--- config.mk ---
export PLATFORM = sky130hd
export DESIGN_NAME = inst_queue
export DESIGN_NICKNAME = d
export VERILOG_FILES = /design/src/rtl/inst_queue.sv
export SDC_FILE = /design/constraint.sdc
export NUM_CORES = 1
export LEC_CHECK = 0
export BUFFER_PORTS_ARGS = -buffer_cell sky130_fd_sc_hd__buf_2
export CORE_AREA = 2 2 222 137
export CTS_BUF_LIST = sky130_fd_sc_hd__clkbuf_8 sky130_fd_sc_hd__clkbuf_16
export DETAILED_ROUTE_END_ITERATION = 10
export DIE_AREA = 0 0 224 139
export SYNTH_ARGS = -nofsm -noshare
export SYNTH_HDL_FRONTEND = slang
export SYNTH_SLANG_ARGS = --single-unit
--- constraint.sdc ---
create_clock -name clk -period 9.5 [get_ports clk]
set_clock_uncertainty 0.15 [all_clocks]
set_input_delay 1.425 -clock clk [delete_from_list [all_inputs] [get_ports clk]]
set_output_delay 1.425 -clock clk [all_outputs]
set_load 0.01 [all_outputs]
--- src/rtl/inst_queue.sv ---
// inst_queue: instruction queue between the fetcher and the decode stage.
//
// Holds up to DEPTH fetched instructions together with their halfword PC.
// A branch redirect (flush_i) empties the queue in a single cycle.
//
// Handshake: a transfer happens on a rising clk edge where valid and ready
// are both 1 (push = in_valid_i & in_ready_o, pop = out_valid_o &
// out_ready_i). Valid never depends combinationally on the same side's
// ready, and the head fields stay stable while out_valid_o=1 and
// out_ready_i=0.
//
// Ports:
//   clk, rst_n     clock (rising edge), asynchronous active-low reset
//   flush_i        synchronous clear of pointers and count
//   in_valid_i     fetcher presents an instruction
//   in_ready_o     queue accepts this cycle (not full and not flushing)
//   in_inst_i      instruction, low halfword first
//   in_len32_i     1 = 32-bit format, 0 = 16-bit
//   in_pc_i        halfword PC of the instruction
//   out_valid_o    head entry valid
//   out_ready_i    decode consumes the head this cycle
//   out_inst_o     head instruction
//   out_len32_o    head format length
//   out_pc_o       head PC
//   out_npc_o      head PC + (len32 ? 2 : 1), wrapping at AW bits
//   count_o        number of entries held
module inst_queue #(
  parameter int DEPTH = 4,
  parameter int IW    = 32,
  parameter int AW    = 25
) (
  input  logic                       clk,
  input  logic                       rst_n,
  input  logic                       flush_i,
  input  logic                       in_valid_i,
  output logic                       in_ready_o,
  input  logic [IW-1:0]              in_inst_i,
  input  logic                       in_len32_i,
  input  logic [AW-1:0]              in_pc_i,
  output logic                       out_valid_o,
  input  logic                       out_ready_i,
  output logic [IW-1:0]              out_inst_o,
  output logic                       out_len32_o,
  output logic [AW-1:0]              out_pc_o,
  output logic [AW-1:0]              out_npc_o,
  output logic [$clog2(DEPTH):0]     count_o
);

  localparam int PW = $clog2(DEPTH);
  localparam int CW = PW + 1;

  logic [IW-1:0] mem_inst  [DEPTH];
  logic          mem_len32 [DEPTH];
  logic [AW-1:0] mem_pc    [DEPTH];

  logic [PW-1:0] wr_ptr;
  logic [PW-1:0] rd_ptr;
  logic [CW-1:0] count;

  logic          push;
  logic          pop;
  logic [IW-1:0] store_inst;

  assign in_ready_o  = (count != CW'(DEPTH)) & ~flush_i;
  assign out_valid_o = (count != '0);
  assign push        = in_valid_i & in_ready_o;
  assign pop         = out_valid_o & out_ready_i;

  // 16-bit formats only define the low halfword; the upper bits are
  // stored as zero so decode never sees stale fetch data there.
  assign store_inst = in_len32_i ? in_inst_i
                                 : {{(IW-16){1'b0}}, in_inst_i[15:0]};

  always_ff @(posedge clk or negedge rst_n) begin
    if (!rst_n) begin
      wr_ptr <= '0;
      rd_ptr <= '0;
      count  <= '0;
      for (int i = 0; i < DEPTH; i++) begin
        mem_inst[i]  <= '0;
        mem_len32[i] <= 1'b0;
        mem_pc[i]    <= '0;
      end
    end else if (flush_i) begin
      // Storage is left untouched; only the bookkeeping is cleared.
      wr_ptr <= '0;
      rd_ptr <= '0;
      count  <= '0;
    end else begin
      if (push) begin
        mem_inst[wr_ptr]  <= store_inst;
        mem_len32[wr_ptr] <= in_len32_i;
        mem_pc[wr_ptr]    <= in_pc_i;
        wr_ptr            <= wr_ptr + PW'(1);
      end
      if (pop) begin
        rd_ptr <= rd_ptr + PW'(1);
      end
      if (push && !pop) begin
        count <= count + CW'(1);
      end else if (pop && !push) begin
        count <= count - CW'(1);
      end
    end
  end

  // Head is read straight from storage; no output register, no bypass.
  assign out_inst_o  = mem_inst[rd_ptr];
  assign out_len32_o = mem_len32[rd_ptr];
  assign out_pc_o    = mem_pc[rd_ptr];
  assign out_npc_o   = mem_pc[rd_ptr] + (mem_len32[rd_ptr] ? AW'(2) : AW'(1));
  assign count_o     = count;

endmodule
; ---- After elaboration in Yosys (flattened, before gate mapping)
; Index checks and enable logic that the tools add are counted.
[totals]
ff_bits = 239
wordCells = 67
output_inout_bits = 88
[op_classes]
magnitude_cmp = 3
mux = 27
reduce_logical = 10
bitwise_logic = 6
add_sub_neg = 5
n_eq_ne = 1
[op_table]
columns = op, count
row1 = $bwmux 128, 1
row2 = $mux 32, 4
row3 = $bwmux 100, 1
row4 = $mux 25, 3
row5 = $bmux 32 s2, 1
row6 = $demux 32 s2, 1
row7 = $bmux 25 s2, 1
row8 = $demux 25 s2, 1
row9 = $add 25x2->25, 1
row10 = $mux 2, 5
row11 = $mux 3, 3
row12 = $ge 3x3->1 const B, 2
row13 = $not 2->3, 2
row14 = $reduce_bool 3->1, 2
row15 = $add 2x1->2 const B, 2
row16 = $bwmux 4, 1
row17 = $reduce_bool 2->1, 2
row18 = $add 3x1->3 const B, 1
row19 = $and 1x1->1, 3
row20 = $logic_and 1x1->1, 3
row21 = $lt 3x1->1 const B, 1
row22 = $mux 1, 3
row23 = $ne 3x3->1 const B, 1
row24 = $sub 3x1->3 const B, 1
row25 = other kinds (5), 6

; ---- Depth between registers and ports, before layout
[depth]
ltp_word = 8
mapped_depth = 14

; ---- Worst setup path before layout
; No wires, ideal clock.
[synth_timing]
path_type = reg2out
start = register rd_ptr[0]
end = output port out_npc_o[22]
stages_incl_launch_ff = 15
setup_slack_ns = 4.603
t_arrival_ns = 3.322
cell_sequence = dfrtp_1 buf_6 buf_12 buf_12 buf_2 mux4_2 inv_1 ha_1 inv_1 fa_1 and3b_1 buf_2 nand4b_4 nor4_2 xor2_1
[synth_between]
elab_chain_len = 6
word_cells_on_any_way = 9
classes_between = add/sub: 1 / mux: 7 / bitwise: 1
[synth_rtl]
columns = item, line_no
row1 = start: declaration, 57  ; logic [PW-1:0] rd_ptr;
row2 = start signal: assignment, 97  ; rd_ptr <= rd_ptr + PW'(1);
row3 = $not 2->3, n/a
row4 = $bmux 1 s2, n/a
row5 = $mux 1 (2 in series), n/a
row6 = via out_len32_o, 43  ; output logic out_len32_o,
row7 = $mux 2, 111  ; assign out_npc_o = mem_pc[rd_ptr] + (mem_len32[rd_ptr] ? AW'(2) : AW'(1));
row8 = $add 25x2->25, 111
row9 = end: declaration, 45  ; output logic [AW-1:0] out_npc_o,
; The timed path passes the listed nets, and every way through them passes these cells. The select of a mux whose other input is x is not followed.

; ---- Final worst setup path
[layout_timing]
start = register rd_ptr[0]
end = output port out_npc_o[13]
[layout_between]
elab_chain_len = 6
word_cells_on_any_way = 9
classes_between = add/sub: 1 / mux: 7 / bitwise: 1
[layout_rtl]
columns = item, line_no
row1 = $not 2->3 (not written as such) *, 111
row2 = $bmux 1 s2, 111
row3 = $mux 1 (not written as such) (2 in series), 111
row4 = $mux 2, 111
row5 = $add 25x2->25 *, 111
; Mark *: on every way between the ends. The rest lies on a longest branch, timed or not. The select of a mux whose other input is x is not followed.

==> summary.md <==
| Metric | Value |
|---|---|
| Status | `completed` |
| Setup TNS | `0 ps` |
| CTS H-tree lvls | `1` |
| Setup bufs post-CTS | `0` |
| Vias in the first global route | `roughly 6800` |
| Most common cell after layout, fill and taps aside | `dfrtp_1` |
| Num CTS Buffers | `24` |
| PortBufs | `150` |
| Synth Area in Compound Gates | `0.0344` |
| Core Util, Final | `0.434` |
| Die W | `224 um` |
| Fmax | `~170 MHz` |
| Post-synthesis net count | `approximately 840` |
| Simple-Gate Fraction of Synth Area | `0.0600` |
| Crit Reg-Reg Endpoint | `mem_inst[70]` |
| FF-to-FF Start | `count_o[1]` |
| Total chip power | `4.32 mW` |
| Tmin final | `around 6000 ps` |
| Hold wc startpoint | `mem_inst[95]` |
| Post-Syn Area | `10900 sq um` |
| Die height | `around 140 um` |
| R2R setup slack | `slightly above 7000 ps` |
| PD cells | `~340 nW/um^2` |
| Async SR Flop Fraction | `1.00` |
| Initial Util | `0.372` |
| DRC | `0` |
| Xor and xnor area share after synthesis | `0.0225` |
| Row cnt | `49` |
| Min-Delay Path Depth | `2` |
| Worst setup path category | `flop to primary output` |
| CTS Buffer Depth | `3` |
| Wire per inst | `19.0 um` |
| MaxCap Viol Count | `0` |
| Core box area | `between 20000 and 30000 sq um` |
| Remaining antenna violation count after routing | `0` |
| Maximum fanout along the worst path | `between 40 and 50` |
| Die Area | `just over 30000 sq um` |
| I/O pin count | `151` |
| DR pass1 iterations | `4` |
| EDFF count, synth | `0` |
| Most frequent cells in the layout | `dfrtp_1 (237), mux2_2 (168), buf_2 (149)` |
| Worst-Skew Late Latency | `520 ps` |
| GR Overflow Total | `0` |
| CTS tree | `built` |
| # hold bufs at CTS | `0` |
| DP HPWL | `~15000 um` |
| Synth Instances | `slightly below 800` |
| Max-slew headroom | `0.293` |
| Global-route wire length before repair | `approximately 40000 um` |
| Pleak | `approximately 5.8 nW` |
| Post-CTS Resized | `0` |
| Yosys reg bits | `about 240` |
| Adder-cell share of the synthesized area | `0.0106` |
| Worst vdd ir | `~130 uV` |
| Setup Viol. Count Final | `0` |
| GP Congestion | `0.754` |
| Post-synth cell types | `42` |
| Syn-to-layout area delta | `16.7%` |
| Final Routed Wirelength | `24700 um` |
| Crit end category | `primary output` |
| Slew Viols, Final | `0` |
| Sequential share of the synthesized area | `0.549` |
| Synth warn | `0` |
| Synth Flop Type | `dfrtp_1` |
| Via Count | `between 6000 and 7000` |
| Syn_area_per_cell | `approximately 14 sq um` |
| Vias per cell | `slightly above 5` |
| R2R cell count | `5` |
| Hold EP | `mem_inst[95]` |
| Overall global routing resource usage | `0.163` |
| Critical Path Start Type | `flop` |
| Largest family of logic cells by synthesized area | `multiplexers` |
| Initial antenna violation count | `1` |
| Mux cell area share after synthesis | `0.297` |
| Fraction of layout cells with a size suffix above 1 | `0.462` |
| Tightest Pin Transition | `approximately 1100 ps` |
| Drt initial violations | `390` |
| Largest net degree at the start of global routing | `90` |
| Fin crit share | `0.628` |
| Hold crit path type | `flop to flop` |
| Crit path DAT | `about 4400 ps` |
| Clk sink count | `~240` |
| Root Buffer | `clkbuf_16` |
| Layout Nets | `about 970` |
| Worst-path clk slew | `roughly 60 ps` |
| Final hold violations | `0` |
| Unrepaired setup endpoints after global routing | `false` |
| WP data required | `between 7000 and 8000 ps` |
==> worst max-delay path by stage <==
stage / from / endpoint / cells past startpoint
6_report: rd_ptr[0] / out_npc_o[13] / 9
5_1_grt: rd_ptr[0] / out_npc_o[13] / 9
4_1_cts: rd_ptr[0] / out_npc_o[13] / 9
3_5_place_dp: rd_ptr[0] / out_npc_o[13] / 9
3_3_place_gp: rd_ptr[0] / out_npc_o[13] / 9
2_1_floorplan: rd_ptr[0] / out_npc_o[22] / 14
==> kinds of logic (layout without fill, tap and decap cells) <==
| group | Yosys count | in the layout |
|---|---|---|
| and+or+nand+nor | 140 | 140 |
| AOI/OAI and AO/OA | 71 | 71 |
| xor gates and xnor gates | 28 | 28 |
| buffers and inverters | 58 | 206 |
| adders and majority gates | 8 | 8 |
| muxes | 227 | 227 |
| DFF | 239 | 239 |
| other | 0 | 1 |
==> power breakdown <==
part | switching (mW) | internal [mW] | leakage [nW] | total [mW]
Combinational | 0.824 | 0.878 | 2.39 | 1.70
Clock | 0.391 | 0.521 | 0.404 | 0.912
Sequential | 0.233 | 1.48 | 3.03 | 1.71
==> state kept, by name (all words and copies together) (netlist names) <==
name,count
rd_ptr,2
count_o,3
mem_len32,4
mem_pc,100
mem_inst,128
wr_ptr,2
==> layout make-up <==
type	count	area (sq um)
Fill cell	2677	16500
Sequential cell	239	5990
Multi-Input combinational cell	474	4650
Timing Repair Buffer	155	798
Clock buffer	31	708
Tap cell	382	478
Clock inverter	11	50.0
Inverter	9	33.8
Antenna cell	1	2.50
==> stage by stage <==
| step | area (sq um) | hold WS (ps) | cells | setup slack [ps] |
|---|---|---|---|---|
| 2_1_floorplan | 10900 | 295 | 771 | 4600 |
| 3_3_place_gp | 11900 | 307 | 1259 | 4120 |
| 3_5_place_dp | 11900 | 314 | 1259 | 3990 |
| 4_1_cts | 12700 | 328 | 1301 | 3420 |
| 5_1_grt | 12700 | 348 | 1301 | 3130 |
| 6_report | 12700 | 327 | 1302 | 3540 |
==> Yosys cell counts (5+ instances only) <==
cell type  instances  area (sq um)
o21ai_0           65           325
mux4_1             6           158
clkbuf_1          23          86.3
buf_2             20           100
dfrtp_1          239          5980
mux4_2            52          1170
ha_1               6          75.1
nand2_1          101           379
nand4_1            5          31.3
xor2_1            14           123
nor2_1            12          45.0
inv_1              9          33.8
xnor2_1           14           123
mux2_2           168          1890
==> layer usage <==
metal,vias to the layer above,track usage,part of all wire
met1,3447,0.250,0.51
met5,-,0,0.00053
met4,2,0.0302,0.015
li1,3043,-,-
met2,103,0.241,0.44
met3,26,0.0328,0.036
==> critical path, stage by stage, from the launching register on <==
cell     delay, ps
dfrtp_4        610
buf_4          840
mux4_2         660
ha_1           300
a21o_1         130
nand4_1        260
nor3_2         520
and3_1         250
xor2_1         130
buf_2          140
No activity file was read; power rests on OpenSTA's default activity.
